--- src/rtl/rof_pkg.sv ---
// Shared constants for the rank-order filter and its result capture buffer.
package rof_pkg;

  localparam int unsigned DefDataBits = 8;
  localparam int unsigned DefAddrBits = 8;
  localparam int unsigned DefDepth    = 255;

  // Capture FSM encodings.
  typedef enum logic [1:0] {
    StSkipping = 2'b00,
    StCapture  = 2'b01,
    StFull     = 2'b10
  } cap_state_e;

endpackage

--- src/rtl/result_ram.sv ---
// Simple dual-port result store: synchronous write, registered read (read-before-write).
module result_ram
  import rof_pkg::*;
#(
  parameter int unsigned DATA_BITS = DefDataBits,
  parameter int unsigned ADDR_BITS = DefAddrBits,
  parameter int unsigned DEPTH     = DefDepth
) (
  input  logic                 clk,
  input  logic                 rst,
  input  logic                 wr_en,
  input  logic [ADDR_BITS-1:0] wr_addr,
  input  logic [DATA_BITS-1:0] wr_data,
  input  logic [ADDR_BITS-1:0] rd_addr,
  output logic [DATA_BITS-1:0] rd_data
);

  logic [DATA_BITS-1:0] mem [DEPTH];
  logic [DATA_BITS-1:0] rd_data_q;

  // Write port; contents deliberately survive reset.
  always_ff @(posedge clk) begin
    if (wr_en) begin
      mem[wr_addr] <= wr_data;
    end
  end

  // Read register samples every cycle, so a same-cycle write shows up one cycle later.
  always_ff @(posedge clk or negedge rst) begin
    if (!rst) begin
      rd_data_q <= '0;
    end else begin
      rd_data_q <= mem[rd_addr];
    end
  end

  assign rd_data = rd_data_q;

endmodule

--- src/rtl/result_capture.sv ---
// Captures filter results after a warm-up skip and lets a button browse the stored buffer.
module result_capture
  import rof_pkg::*;
#(
  parameter int unsigned DATA_BITS = DefDataBits,
  parameter int unsigned ADDR_BITS = DefAddrBits,
  parameter int unsigned DEPTH     = DefDepth,
  parameter int unsigned SKIP      = 4
) (
  input  logic                 clk,
  input  logic                 rst,
  input  logic                 in_valid,
  input  logic [DATA_BITS-1:0] in_data,
  input  logic                 read_up,
  input  logic                 read_down,
  output logic [ADDR_BITS-1:0] rd_addr,
  output logic [DATA_BITS-1:0] rd_data,
  output logic [ADDR_BITS-1:0] count,
  output logic                 done
);

  localparam int unsigned SkipW = $clog2(SKIP + 2);
  localparam logic [SkipW-1:0] SkipLast = SkipW'((SKIP == 0) ? 0 : SKIP - 1);
  localparam logic [ADDR_BITS-1:0] LastAddr = ADDR_BITS'(DEPTH - 1);
  localparam cap_state_e ResetState = (SKIP == 0) ? StCapture : StSkipping;

  cap_state_e           state_q;
  logic [SkipW-1:0]     skip_q;
  logic [ADDR_BITS-1:0] count_q;
  logic                 done_q;
  logic [ADDR_BITS-1:0] rd_addr_q;
  logic                 read_up_q;
  logic                 armed_q;
  logic                 wr_en;
  logic                 step;

  assign wr_en = in_valid && (state_q == StCapture);
  // armed_q keeps a button held through reset release from counting as an edge.
  assign step  = armed_q && read_up && !read_up_q;

  // Capture FSM: skip warm-up results, then fill the buffer until DEPTH entries.
  always_ff @(posedge clk or negedge rst) begin
    if (!rst) begin
      state_q <= ResetState;
      skip_q  <= '0;
      count_q <= '0;
      done_q  <= 1'b0;
    end else if (in_valid) begin
      unique case (state_q)
        StSkipping: begin
          skip_q <= skip_q + SkipW'(1);
          if (skip_q == SkipLast) begin
            state_q <= StCapture;
          end
        end
        StCapture: begin
          count_q <= count_q + ADDR_BITS'(1);
          if (count_q == LastAddr) begin
            state_q <= StFull;
            done_q  <= 1'b1;
          end
        end
        StFull: begin
        end
        default: state_q <= ResetState;
      endcase
    end
  end

  // Browse pointer: one step per rising edge of read_up, wrapping within 0..DEPTH-1.
  always_ff @(posedge clk or negedge rst) begin
    if (!rst) begin
      rd_addr_q <= '0;
      read_up_q <= 1'b0;
      armed_q   <= 1'b0;
    end else begin
      read_up_q <= read_up;
      armed_q   <= 1'b1;
      if (step) begin
        if (read_down) begin
          rd_addr_q <= (rd_addr_q == '0) ? LastAddr : rd_addr_q - ADDR_BITS'(1);
        end else begin
          rd_addr_q <= (rd_addr_q == LastAddr) ? '0 : rd_addr_q + ADDR_BITS'(1);
        end
      end
    end
  end

  result_ram #(
    .DATA_BITS(DATA_BITS),
    .ADDR_BITS(ADDR_BITS),
    .DEPTH    (DEPTH)
  ) u_ram (
    .clk    (clk),
    .rst    (rst),
    .wr_en  (wr_en),
    .wr_addr(count_q),
    .wr_data(in_data),
    .rd_addr(rd_addr_q),
    .rd_data(rd_data)
  );

  assign rd_addr = rd_addr_q;
  assign count   = count_q;
  assign done    = done_q;

endmodule

--- config.mk ---
export PLATFORM = sky130hd
export DESIGN_NAME = result_capture
export DESIGN_NICKNAME = d
export VERILOG_FILES = /design/src/rtl/rof_pkg.sv /design/src/rtl/result_ram.sv /design/src/rtl/result_capture.sv
export SDC_FILE = /design/constraint.sdc
export NUM_CORES = 2
export LEC_CHECK = 0
export ABC_AREA = 1
export BUFFER_PORTS_ARGS = -buffer_cell sky130_fd_sc_hd__buf_2
export CORE_UTILIZATION = 30
export CTS_CLUSTER_DIAMETER = 120
export DETAILED_ROUTE_END_ITERATION = 6
export GPL_TIMING_DRIVEN = 0
export PLACE_DENSITY = 0.52
export SKIP_LAST_GASP = 1
export SLEW_MARGIN = 20
export SYNTH_ARGS = -nofsm -noshare
export SYNTH_HDL_FRONTEND = slang
export SYNTH_SLANG_ARGS = --single-unit
--- constraint.sdc ---
create_clock -name clk -period 6.65 [get_ports clk]
set_input_delay 0.665 -clock clk [delete_from_list [all_inputs] [get_ports clk]]
set_output_delay 0.665 -clock clk [all_outputs]
set_load 0.01 [all_outputs]
==> parameters.txt <==
Parameter                              Value

Yosys
  Combined area of all synthesized cells    0.08565 sq mm
  Number of flip-flops and latches in the synthesized netlist    roughly 2.1k
  Cell taking the most area after synthesis    sky130_fd_sc_hd__edfxtp_1
  Post-synthesis net count    7788
  Cells taking the most area after synthesis    sky130_fd_sc_hd__edfxtp_1, sky130_fd_sc_hd__nand2_1, sky130_fd_sc_hd__nor2_1
  Fraction of post-synthesis cell area in the top cell type by area    71.53%
  Distinct cell type count after synthesis    31
  Average size of a mapped cell    11.03 sq um
  Cells after Synth    7765
  Sequential fraction of the synthesis area    between 70% and 80%
  Synthesis warning total    0

Power and ir drop
  Combinational fraction of design power    30.2%
  Max IR drop VDD    0.0003578 V
  Leakage component of the power    around 36 nW
  Post-layout total power    38.24 mW
  Switching power    ~15 mW
  Sequential power share    38.0%
  Internal power contribution    around 23 mW
  Pwr per Cell Area    384.3 mW/mm^2
  Switch share    38.81%
  Proportion of power drawn by the clock network    between 30% and 40%

STA
  Worst-margin pin slew    1.345 ns
  Setup repair after global routing missed its margin    no
  Worst path setup slack after routing    1.530 ns
  Setup TNS Final    0 ns
  Portion of the clock cycle consumed by the worst path in the final layout    between 70% and 80%
  Slew Viols, Final    0
  Minimum clock period after layout    5.120 ns
  Final Hold Fails    0
  Final setup violation count    0
  Maximum clock skew at final layout    a little under 0.09 ns
  Fmax    0.1953 GHz
  Slew HR    a little under a tenth

Worst hold path
  Min-delay worst type    input pin to flop
  Hold path start    in_valid

Worst setup path
  Endpoint type of the worst setup path    flop
  Startpoint type of the worst setup path    flop
  Worst endpoint data arrival time    5.90 ns
  Worst Path Required    7.43 ns
  Delay of the slowest cell on the worst path    around 1.1 ns
  Type of the worst setup path    flop to flop
  Launch point of the worst reg-to-reg path    rd_addr[1]
  Worst setup path startpoint    rd_addr[1]
  Maximum fanout along the worst path    10
  Slowest stage cell on the critical path    sky130_fd_sc_hd__o21ai_0
  Critical path cell sequence    buf_2 > buf_2 > clkbuf_1 > o21ai_0 > o21ai_0 > nand2_1 > nand2_1 > nor2_1 > nor2_1 > nor2_1 > nand3_1 > nand3_1 > nand2_1

CTS
  Clk slew on worst S/H paths    0.06 ns
  TritonCTS Buffers    219
  Number of buffers between clock root and the deepest sink    3
  H-tree depth reported by CTS    4
  Clock tree from TritonCTS    built
  Clock Sink Count    2072
  Master cell of the clock root buffer    sky130_fd_sc_hd__clkbuf_16
  Post-CTS Setup Repair Bufs    0
  Clock latency on the worst-skew pair    between 0.9 and 1 ns

Layout
  Commonest non-fill, non-tap cells in the layout    sky130_fd_sc_hd__nand2_1, sky130_fd_sc_hd__edfxtp_1, sky130_fd_sc_hd__nor2_1
  Final core utilization    35.16%
  Most common cell after layout, fill and taps aside    sky130_fd_sc_hd__nand2_1
  Count of fill cells added during filler insertion    28.14k
  Final net count    8119
  P&R area growth vs syn    16.18%
  Share of post-route cells with drive strength above 1    10.28%
  Design area    0.09951 sq mm

Place
  Final estimated routing congestion in global placement    1.010
  Worst setup timing slack at the placement stage    about 1.7 ns
  Placement-stage cell area    0.09237 sq mm
  HPWL Detailed    273600 microns
  Count of buffers from port buffering    37

Route
  Routed wire length    393700 microns
  1st-iter DRT viols    10.82k
  Via/cell ratio    5.406
  Number of routed nets with antenna violations    0
  DR vias    between 60k and 70k
  Total iterations of the first detailed-routing run    7
  Count of unresolved DRC violations after routing    1
  Drt wl/cell    32.69 microns

Global routing
  Via count of the first global-routing pass    roughly 59k
  Number of antenna violations at the first check in global routing    47
  Grt total ovfl    0
  Overall global routing resource usage    26.79%
  First-pass GRT wire length    516200 microns
  Pin count of the biggest net entering global routing    120

Run status
  Violations in the final reports    DRC
  Result of the run    complete, but fails checks

Die
  Cell row count    195
  Die W    536.3 microns
  Overall die area    ~0.29 sq mm
  Number of primary I/O pins    38
  Initial Utilization    a little under a third
  Die outline height    536.3 microns
  Core footprint    around 0.28 sq mm

Run
  Max Cap Viol    0
==> layout make-up <==
cell class,instances,area [sq um],share of cell area (%)
antenna,26,65.06,0.06539
buffer,443,2240,2.251
clock inverter,128,1318,1.324
inverter,223,839.6,0.8437
sequential,2072,62060,62.37
timing repair buffer,110,1643,1.651
clock buffer,272,5679,5.707
multi-input combinational,5027,20980,21.08
tap,3743,4683,4.707
==> metal layers <==
layer  global-route usage (%)  routed length (microns)
met5                        0                      140
met4                    16.31                    27100
met3                    8.125                    51870
met2                    39.24                   166400
met1                    34.70                   148200
==> synthesized netlist by cell type <==
cell and number:
sky130_fd_sc_hd__nor2_1 1759, sky130_fd_sc_hd__o211ai_1 9, sky130_fd_sc_hd__nand3_1 107, sky130_fd_sc_hd__buf_2 181
sky130_fd_sc_hd__or2_2 1, sky130_fd_sc_hd__nand4_1 18, sky130_fd_sc_hd__edfxtp_1 2040, sky130_fd_sc_hd__dfrtp_1 32
sky130_fd_sc_hd__nand2_1 2081, sky130_fd_sc_hd__conb_1 1, sky130_fd_sc_hd__inv_1 218, sky130_fd_sc_hd__nor3_2 1
sky130_fd_sc_hd__inv_2 2, sky130_fd_sc_hd__mux2_2 1, sky130_fd_sc_hd__a21boi_0 1, sky130_fd_sc_hd__o22ai_1 42
sky130_fd_sc_hd__buf_6 24, sky130_fd_sc_hd__clkinv_1 2, sky130_fd_sc_hd__o21ai_1 135, sky130_fd_sc_hd__a21oi_1 14
sky130_fd_sc_hd__o31ai_1 1, sky130_fd_sc_hd__clkbuf_1 172, sky130_fd_sc_hd__o21ai_0 825, sky130_fd_sc_hd__a31oi_1 5
sky130_fd_sc_hd__ha_1 10, sky130_fd_sc_hd__inv_4 1, sky130_fd_sc_hd__buf_1 43, sky130_fd_sc_hd__xor2_1 10
sky130_fd_sc_hd__buf_4 23, sky130_fd_sc_hd__xnor2_1 1, sky130_fd_sc_hd__nor3_1 5
==> cell families (layout without fill, tap and decap cells) <==
family	after synthesis	in the layout	synth area share, %
simple gates	3972	3972	17.63
flops	2072	2072	72.46
compound gates	1032	1032	6.131
buf+inv	666	1176	3.497
xor+xnor	11	11	0.1125
fa+ha+maj	10	10	0.1461
other cells	1	27	0.004378
mux	1	1	0.01315
==> stage by stage <==
step	instances	hold slack, ns
after global routing	12020	0.04486
after floorplan	7765	0.3694
after CTS	12020	0.003740
final	12040	0.04993
after global placement	11550	0.4662
after detailed placement	11620	0.4759
==> what timing repair did <==
item | in CTS | in global routing
hold buffers | 2 | 0
endpoints found under the hold margin | 31 | 0
gates resized for setup | 0 | 0
==> power by group through the flow <==
stage          combinational [mW]  clock (mW)  sequential, mW
2_1_floorplan                4.90           0            14.8
3_3_place_gp                 10.7           0            14.9
3_5_place_dp                 10.9           0            14.8
4_1_cts                      10.9        12.2            14.5
5_1_grt                      11.7        12.6            14.5
6_report                     11.5        12.2            14.5
==> path summary, 6_finish.rpt <==
check	end	slack, ns	depth (start not counted)
setup reg to reg	u_ram.rd_data[0]	1.53	13
hold / removal	state_q[0]	0.05	3
min in group asynchronous	skip_q[2]	0.45	2
max in group asynchronous	rd_addr[2]	5.42	2
setup / recovery	u_ram.rd_data[0]	1.53	13
hold reg to reg	skip_q[0]	0.48	1
==> flip-flops by register name, summed over array words and instances (netlist names) <==
register	flops
done	1
read_up_q	1
rd_addr	8
u_ram.rd_data	8
skip_q	3
u_ram.mem	2040
armed_q	1
count	8
state_q	2
==> critical path, delay by kind of cell, from the launching register on <==
| family | cells | cell delay, ns |
|---|---|---|
| AOI/OAI and AO/OA | 2 | 1.29 |
| DFF | 1 | 0.40 |
| buffers and inverters | 3 | 1.83 |
| and+or+nand+nor | 8 | 1.45 |
(Power assumes the default switching activity.)
